$ cat config.mk
export PLATFORM = sky130hd
export DESIGN_NAME = sonar_scan_scheduler_flat
export DESIGN_NICKNAME = d
export VERILOG_FILES = /design/src/rtl/sonar_scan_scheduler_if.sv /design/src/rtl/sonar_scan_scheduler.sv /design/src/flat_wrapper.sv
export SDC_FILE = /design/constraint.sdc
export NUM_CORES = 1
export LEC_CHECK = 0
export BUFFER_PORTS_ARGS = -buffer_cell sky130_fd_sc_hd__buf_2
export CAP_MARGIN = 20
export CORE_AREA = 5 5 68 70
export DETAILED_ROUTE_END_ITERATION = 8
export DIE_AREA = 0 0 73 75
export GPL_ROUTABILITY_DRIVEN = 0
export PLACE_DENSITY = 0.7
export SYNTH_ARGS = -nofsm -noshare
export SYNTH_HDL_FRONTEND = slang
export SYNTH_SLANG_ARGS = --single-unit
$ cat constraint.sdc
create_clock -name clock -period 2.25 [get_ports clock]
set_input_delay 0.1125 -clock clock [delete_from_list [all_inputs] [get_ports clock]]
set_output_delay 0.1125 -clock clock [all_outputs]
set_load 0.1 [all_outputs]
$ cat src/rtl/sonar_scan_scheduler_if.sv
// Handshake bundle between the sonar sweep sequencer and the sonar datapath.
// master = sequencer side, slave = datapath / control side.
interface sonar_scan_scheduler_if #(
    parameter int N_POS = 8
);
    localparam int PW = (N_POS > 1) ? $clog2(N_POS) : 1;

    logic          ligar;
    logic          interromper;
    logic          fim_medida;
    logic          fim_transmissao;
    logic          zera;
    logic          medir;
    logic          transmitir;
    logic [PW-1:0] posicao;
    logic          fim_posicao;
    logic          erro_medida;
    logic          ativo;
    logic [3:0]    db_estado;

    modport master (
        input  ligar, interromper, fim_medida, fim_transmissao,
        output zera, medir, transmitir, posicao, fim_posicao, erro_medida, ativo, db_estado
    );

    modport slave (
        output ligar, interromper, fim_medida, fim_transmissao,
        input  zera, medir, transmitir, posicao, fim_posicao, erro_medida, ativo, db_estado
    );
endinterface

$ cat src/rtl/sonar_scan_scheduler.sv
// Sonar sweep sequencer: back-and-forth servo stepping, settle dwell, one
// measurement plus one serial transmission per position, measurement timeout.
module sonar_scan_scheduler #(
    parameter int N_POS          = 8,
    parameter int T_ASSENTAMENTO = 25000000,
    parameter int T_TIMEOUT      = 2500000
) (
    input  logic                    clock,
    input  logic                    reset,
    sonar_scan_scheduler_if.master  bus
);
    localparam int PW    = (N_POS > 1) ? $clog2(N_POS) : 1;
    localparam int T_MAX = (T_ASSENTAMENTO > T_TIMEOUT) ? T_ASSENTAMENTO : T_TIMEOUT;
    localparam int TW    = $clog2(T_MAX + 1);

    localparam logic [PW-1:0] POS_LAST     = PW'(N_POS - 1);
    localparam logic [TW-1:0] SETTLE_LAST  = TW'(T_ASSENTAMENTO - 1);
    localparam logic [TW-1:0] TIMEOUT_LAST = TW'(T_TIMEOUT - 1);

    typedef enum logic [3:0] {
        INICIAL        = 4'd0,
        PREPARA        = 4'd1,
        POSICIONA      = 4'd2,
        MEDE           = 4'd3,
        AGUARDA_MEDIDA = 4'd4,
        TRANSMITE      = 4'd5,
        AGUARDA_TX     = 4'd6,
        PROXIMA        = 4'd7
    } state_e;

    // Plain 4-bit register so unused codes 8-F are representable and recoverable.
    logic [3:0]    state_reg;
    logic [PW-1:0] posicao_reg;
    logic          dir_up_reg;
    logic [TW-1:0] timer_reg;
    logic          fim_posicao_reg;
    logic          erro_medida_reg;

    logic [PW-1:0] posicao_next;
    logic          dir_up_next;

    // Triangle-wave stepping: reverse direction at either end position.
    always_comb begin
        posicao_next = posicao_reg;
        dir_up_next  = dir_up_reg;
        if (dir_up_reg) begin
            if (posicao_reg == POS_LAST) begin
                dir_up_next  = 1'b0;
                posicao_next = POS_LAST - 1'b1;
            end else begin
                posicao_next = posicao_reg + 1'b1;
            end
        end else begin
            if (posicao_reg == '0) begin
                dir_up_next  = 1'b1;
                posicao_next = PW'(1);
            end else begin
                posicao_next = posicao_reg - 1'b1;
            end
        end
    end

    always_ff @(posedge clock) begin
        if (reset) begin
            state_reg       <= INICIAL;
            posicao_reg     <= '0;
            dir_up_reg      <= 1'b1;
            timer_reg       <= '0;
            fim_posicao_reg <= 1'b0;
            erro_medida_reg <= 1'b0;
        end else begin
            fim_posicao_reg <= 1'b0;
            erro_medida_reg <= 1'b0;
            case (state_reg)
                INICIAL: begin
                    if (bus.ligar) state_reg <= PREPARA;
                end
                PREPARA: begin
                    posicao_reg <= '0;
                    dir_up_reg  <= 1'b1;
                    timer_reg   <= '0;
                    state_reg   <= POSICIONA;
                end
                POSICIONA: begin
                    if (timer_reg == SETTLE_LAST) begin
                        timer_reg <= '0;
                        state_reg <= MEDE;
                    end else begin
                        timer_reg <= timer_reg + 1'b1;
                    end
                end
                MEDE: begin
                    timer_reg <= '0;
                    state_reg <= AGUARDA_MEDIDA;
                end
                AGUARDA_MEDIDA: begin
                    // A result arriving on the timeout cycle still counts.
                    if (bus.fim_medida) begin
                        state_reg <= TRANSMITE;
                    end else if (timer_reg == TIMEOUT_LAST) begin
                        erro_medida_reg <= 1'b1;
                        state_reg       <= PROXIMA;
                    end else begin
                        timer_reg <= timer_reg + 1'b1;
                    end
                end
                TRANSMITE: begin
                    state_reg <= AGUARDA_TX;
                end
                AGUARDA_TX: begin
                    if (bus.fim_transmissao) state_reg <= PROXIMA;
                end
                PROXIMA: begin
                    posicao_reg     <= posicao_next;
                    dir_up_reg      <= dir_up_next;
                    fim_posicao_reg <= (posicao_next == '0) || (posicao_next == POS_LAST);
                    timer_reg       <= '0;
                    state_reg       <= bus.interromper ? INICIAL : POSICIONA;
                end
                default: begin
                    state_reg <= INICIAL;
                end
            endcase
        end
    end

    assign bus.zera        = (state_reg == PREPARA);
    assign bus.medir       = (state_reg == MEDE);
    assign bus.transmitir  = (state_reg == TRANSMITE);
    assign bus.ativo       = (state_reg != INICIAL);
    assign bus.posicao     = posicao_reg;
    assign bus.fim_posicao = fim_posicao_reg;
    assign bus.erro_medida = erro_medida_reg;
    assign bus.db_estado   = state_reg;
endmodule

$ cat src/flat_wrapper.sv
// flat-port wrapper written by rule: the top's interface ports become plain ports
module sonar_scan_scheduler_flat 
#(
    parameter int N_POS          = 8,
    parameter int T_ASSENTAMENTO = 25000000,
    parameter int T_TIMEOUT      = 2500000
)
  (clock, reset, bus_ligar, bus_interromper, bus_fim_medida, bus_fim_transmissao, bus_zera, bus_medir, bus_transmitir, bus_posicao, bus_fim_posicao, bus_erro_medida, bus_ativo, bus_db_estado);
  sonar_scan_scheduler_if #(.N_POS(N_POS)) bus_i ();
  input  logic clock;
  input  logic reset;
  input wire logic [$bits(bus_i.ligar)-1:0] bus_ligar;
  input wire logic [$bits(bus_i.interromper)-1:0] bus_interromper;
  input wire logic [$bits(bus_i.fim_medida)-1:0] bus_fim_medida;
  input wire logic [$bits(bus_i.fim_transmissao)-1:0] bus_fim_transmissao;
  output wire logic [$bits(bus_i.zera)-1:0] bus_zera;
  output wire logic [$bits(bus_i.medir)-1:0] bus_medir;
  output wire logic [$bits(bus_i.transmitir)-1:0] bus_transmitir;
  output wire logic [$bits(bus_i.posicao)-1:0] bus_posicao;
  output wire logic [$bits(bus_i.fim_posicao)-1:0] bus_fim_posicao;
  output wire logic [$bits(bus_i.erro_medida)-1:0] bus_erro_medida;
  output wire logic [$bits(bus_i.ativo)-1:0] bus_ativo;
  output wire logic [$bits(bus_i.db_estado)-1:0] bus_db_estado;
  assign bus_i.ligar = bus_ligar;
  assign bus_i.interromper = bus_interromper;
  assign bus_i.fim_medida = bus_fim_medida;
  assign bus_i.fim_transmissao = bus_fim_transmissao;
  assign bus_zera = bus_i.zera;
  assign bus_medir = bus_i.medir;
  assign bus_transmitir = bus_i.transmitir;
  assign bus_posicao = bus_i.posicao;
  assign bus_fim_posicao = bus_i.fim_posicao;
  assign bus_erro_medida = bus_i.erro_medida;
  assign bus_ativo = bus_i.ativo;
  assign bus_db_estado = bus_i.db_estado;
  sonar_scan_scheduler #(.N_POS(N_POS), .T_ASSENTAMENTO(T_ASSENTAMENTO), .T_TIMEOUT(T_TIMEOUT)) u_core (.clock(clock), .reset(reset), .bus(bus_i));
endmodule
==> results.sh <==
export IMPL_cts_setup_buffers=0
export IMPL_rsz0062_at_grt="true"
export IMPL_totalWireLength_mm=4.340
export IMPL_ys_ff_latch=34
export IMPL_clkLatencyLatePin_ns=0.29
export IMPL_seqCellArea_um2=690.7
export IMPL_synth_top_cell_area_share=0.3617
export IMPL_cts_hold_buf=0
export IMPL_htree_num_levels=2
export IMPL_yosys_warnings=0
export IMPL_hold_path_depth=3
export IMPL_cp_max_fo=9
export IMPL_r2r_setup_slack_ns=-0.07
export IMPL_cts_tree="yes"
export IMPL_antenna_found_initial=0
export IMPL_netlist_instances=224
export IMPL_period_minus_slack_ns=2.323
export IMPL_area_growth_pct=24.40
export IMPL_largest_register_ffs=25
export IMPL_setup_viol=12
export IMPL_dieArea_um2=5475
export IMPL_violations="setup timing"
export IMPL_nFillCells=364
export IMPL_cts_clk_slew_worst_paths_ns=0.07
export IMPL_num_vias=1750
export IMPL_synth_adder_area_share=0.03856
export IMPL_skew_ns=0.006228
export IMPL_io_pins=19
export IMPL_postRouteAntennaNets=0
export IMPL_avgSynthCellArea_um2=8.401
export IMPL_worst_hold_slack_ns=0.1199
export IMPL_endpoint_kind="flip-flop"
export IMPL_synthFlopType="dfxtp_1"
export IMPL_cts_buffers=5
export IMPL_ctsRootBufferMaster="clkbuf_8"
export IMPL_seq_power_share=0.305
export IMPL_syn_area_um2=1882
export IMPL_max_freq_mhz=430.4
export IMPL_synth_enable_flop_cells=0
export IMPL_start_util=0.4808
export IMPL_die_h_um=75
export IMPL_multi_input_area_um2=1162
export IMPL_status="finished, violations left"
export IMPL_grt_total_usage=0.1822
export IMPL_setup_ws_ns=-0.07326
export IMPL_switchingPower_uw=949.2
export IMPL_grt_pass1_vias=1665
export IMPL_synth_mux_area_fraction=0.005319
export IMPL_reg2reg_depth=7
export IMPL_hp_class="in2reg"
export IMPL_drv_cap=0
export IMPL_ys_types=49
export IMPL_core_um2=3914
export IMPL_final_layout_size_suffix_gt1_frac=0.2612
export IMPL_synth_top_family_by_area="simple AND/OR/NAND/NOR gates"
export IMPL_ys_async_sr_fraction=0
export IMPL_avgRoutedWirePerCell_um=13.65
export IMPL_drt_iter0_drc=73
export IMPL_worst_setup_path_type="reg2reg"
export IMPL_detailedPlace_worstSlack_ns=-0.05148
export IMPL_clockBufferDepth=2
export IMPL_yosys_area_share_simple=0.3351
export IMPL_pwr_share_clk=0.216
export IMPL_p_per_area_nw_per_um2=925.7
export IMPL_power_leakage_uw=0.0008869
export IMPL_clock_sinks=34
export IMPL_switching_share=0.4380
export IMPL_hpwl_mm=3.154
export IMPL_yosys_top_cells_area="dfxtp_1 (36%), nor2_1 (5.8%), xor2_1 (5.6%), nand2_1 (4.8%), xnor2_1 (4.2%)"
export IMPL_grt_max_degree=20
export IMPL_core_rowCount=23
export IMPL_syn_nets=235
export IMPL_start_kind="flip-flop"
export IMPL_portBuffers=17
export IMPL_yosysTopAreaCell="dfxtp_1"
export IMPL_gr_total_overflow=0
export IMPL_synth_compound_area_share=0.1203
export IMPL_dr_pass1_iters=4
export IMPL_synth_seq_area_share=0.3617
export IMPL_die_w_um=73
export IMPL_internal_power_uw=1218
export IMPL_grt_pass1_wl_mm=7.728
export IMPL_pwr_share_comb=0.479
export IMPL_vias_per_cell=5.503
export IMPL_crit_required_ns=2.43
export IMPL_synthXorXnorAreaFrac=0.09774
export IMPL_arrival_ns=2.50
export IMPL_nNetsFinal=278
export IMPL_vdd_drop_max_mv=0.5099
export IMPL_diodes=0
export IMPL_slew_violations=0
export IMPL_hold_viol_final=0
export IMPL_finalCritPeriodShare=1.033
export IMPL_drc=0
## stage by stage
step	cells	utilization	cell area [um2]	TNS [ns]	total power [uW]
floorplan	224	-	1908	0	1436
global placement	310	0.5687	2226	-0.04664	1683
detailed placement	310	0.5687	2226	-0.3242	1693
CTS	318	0.5930	2321	-0.4852	2175
global route	318	0.5981	2341	-1.851	2295
finish	318	0.5981	2341	-0.5195	2167
## metal layers
layer / share of wire / GRT usage / up-vias / wire, um
li1: - / - / 897 / -
met1: 0.47 / 0.2260 / 815 / 2019
met2: 0.46 / 0.2969 / 33 / 2018
met3: 0.054 / 0.04806 / 5 / 235
met4: 0.016 / 0.08197 / 0 / 68
met5: 0 / 0 / - / 0
## path summary, 6_finish.rpt
kind | startpoint | endpoint
max | u_core.timer_reg[23] | u_core.timer_reg[20]
min | bus_fim_medida | u_core.bus.erro_medida
max reg2reg | u_core.timer_reg[23] | u_core.timer_reg[20]
min reg2reg | u_core.bus.db_estado[0] | u_core.bus.erro_medida
## layout make-up
| cell class | count | share of cell area |
|---|---|---|
| Clock buffer | 7 | 0.03688 |
| Clock inverter | 1 | 0.002138 |
| Inverter | 8 | 0.01283 |
| Multi-Input combinational cell | 174 | 0.4965 |
| Sequential cell | 34 | 0.2950 |
| Tap cell | 50 | 0.02672 |
| Timing Repair Buffer | 44 | 0.1299 |
## what timing repair did
item                       CTS  global route
gates resized for setup      1             6
setup endpoints to repair   12            19
pin swaps                    3             3
## layout by cell type, fill, tap and decap left out, types with 2 or more instances in the layout
master and count:
dfxtp_1 30, nor2_1 27, buf_4 25, nand2_1 24, buf_2 17, xor2_1 12
xnor2_1 9, inv_1 8, nand4_1 8, and4_1 8, a21oi_1 7, nand3_1 6
clkbuf_8 6, nor4_1 5, o21ai_0 5, a31oi_1 5, ha_1 5, or3_1 4
nor3_1 4, and2_1 3, nand3b_1 3, nor2_2 2, or4_4 2, nand4b_1 2
nor4b_1 2, a22o_1 2, or4_1 2, nand3_2 2, dfxtp_2 2, dfxtp_4 2
## cells in the mapped netlist, types with 2 or more instances
cell      count
inv_1         8
o21ai_0       5
xor2_1       12
nand4b_1      2
nand2_1      24
or3_1         4
nor3_1        5
and4_1        8
and2_1        3
or4_4         2
a31oi_1       5
nor4_1        5
nor4b_1       2
nor2_1       29
a21oi_1       8
nand3_1       8
or4_1         2
dfxtp_1      34
ha_1          5
xnor2_1       9
or4b_1        2
clkbuf_1      4
a22o_1        2
nand4_1       8
nand3b_1      3
buf_2         2
## cell families (layout without fill, tap and decap cells)
group	Yosys count	in the layout
adders and majority gates	6	6
xor gates and xnor gates	21	21
AOI/OAI and AO/OA	31	31
and+or+nand+nor	114	114
buffers and inverters	16	60
muxes	1	1
other	1	1
DFF	34	34
## critical path, cell delays in order, from the launching register on
cell,delay [ns]
dfxtp_2,0.32
or4_4,0.53
or4_4,0.55
o31a_1,0.34
buf_12,0.17
nand4_1,0.10
xor2_1,0.14
nor2_1,0.05
## power by group through the flow
stage / Sequential [uW] / Clock [uW] / Combinational, uW
2_1_floorplan: 815 / 0 / 621
3_3_place_gp: 673 / 0 / 1010
3_5_place_dp: 675 / 0 / 1020
4_1_cts: 661 / 481 / 1030
5_1_grt: 666 / 517 / 1110
6_report: 662 / 467 / 1040
Power figures use the tool's default switching activity.
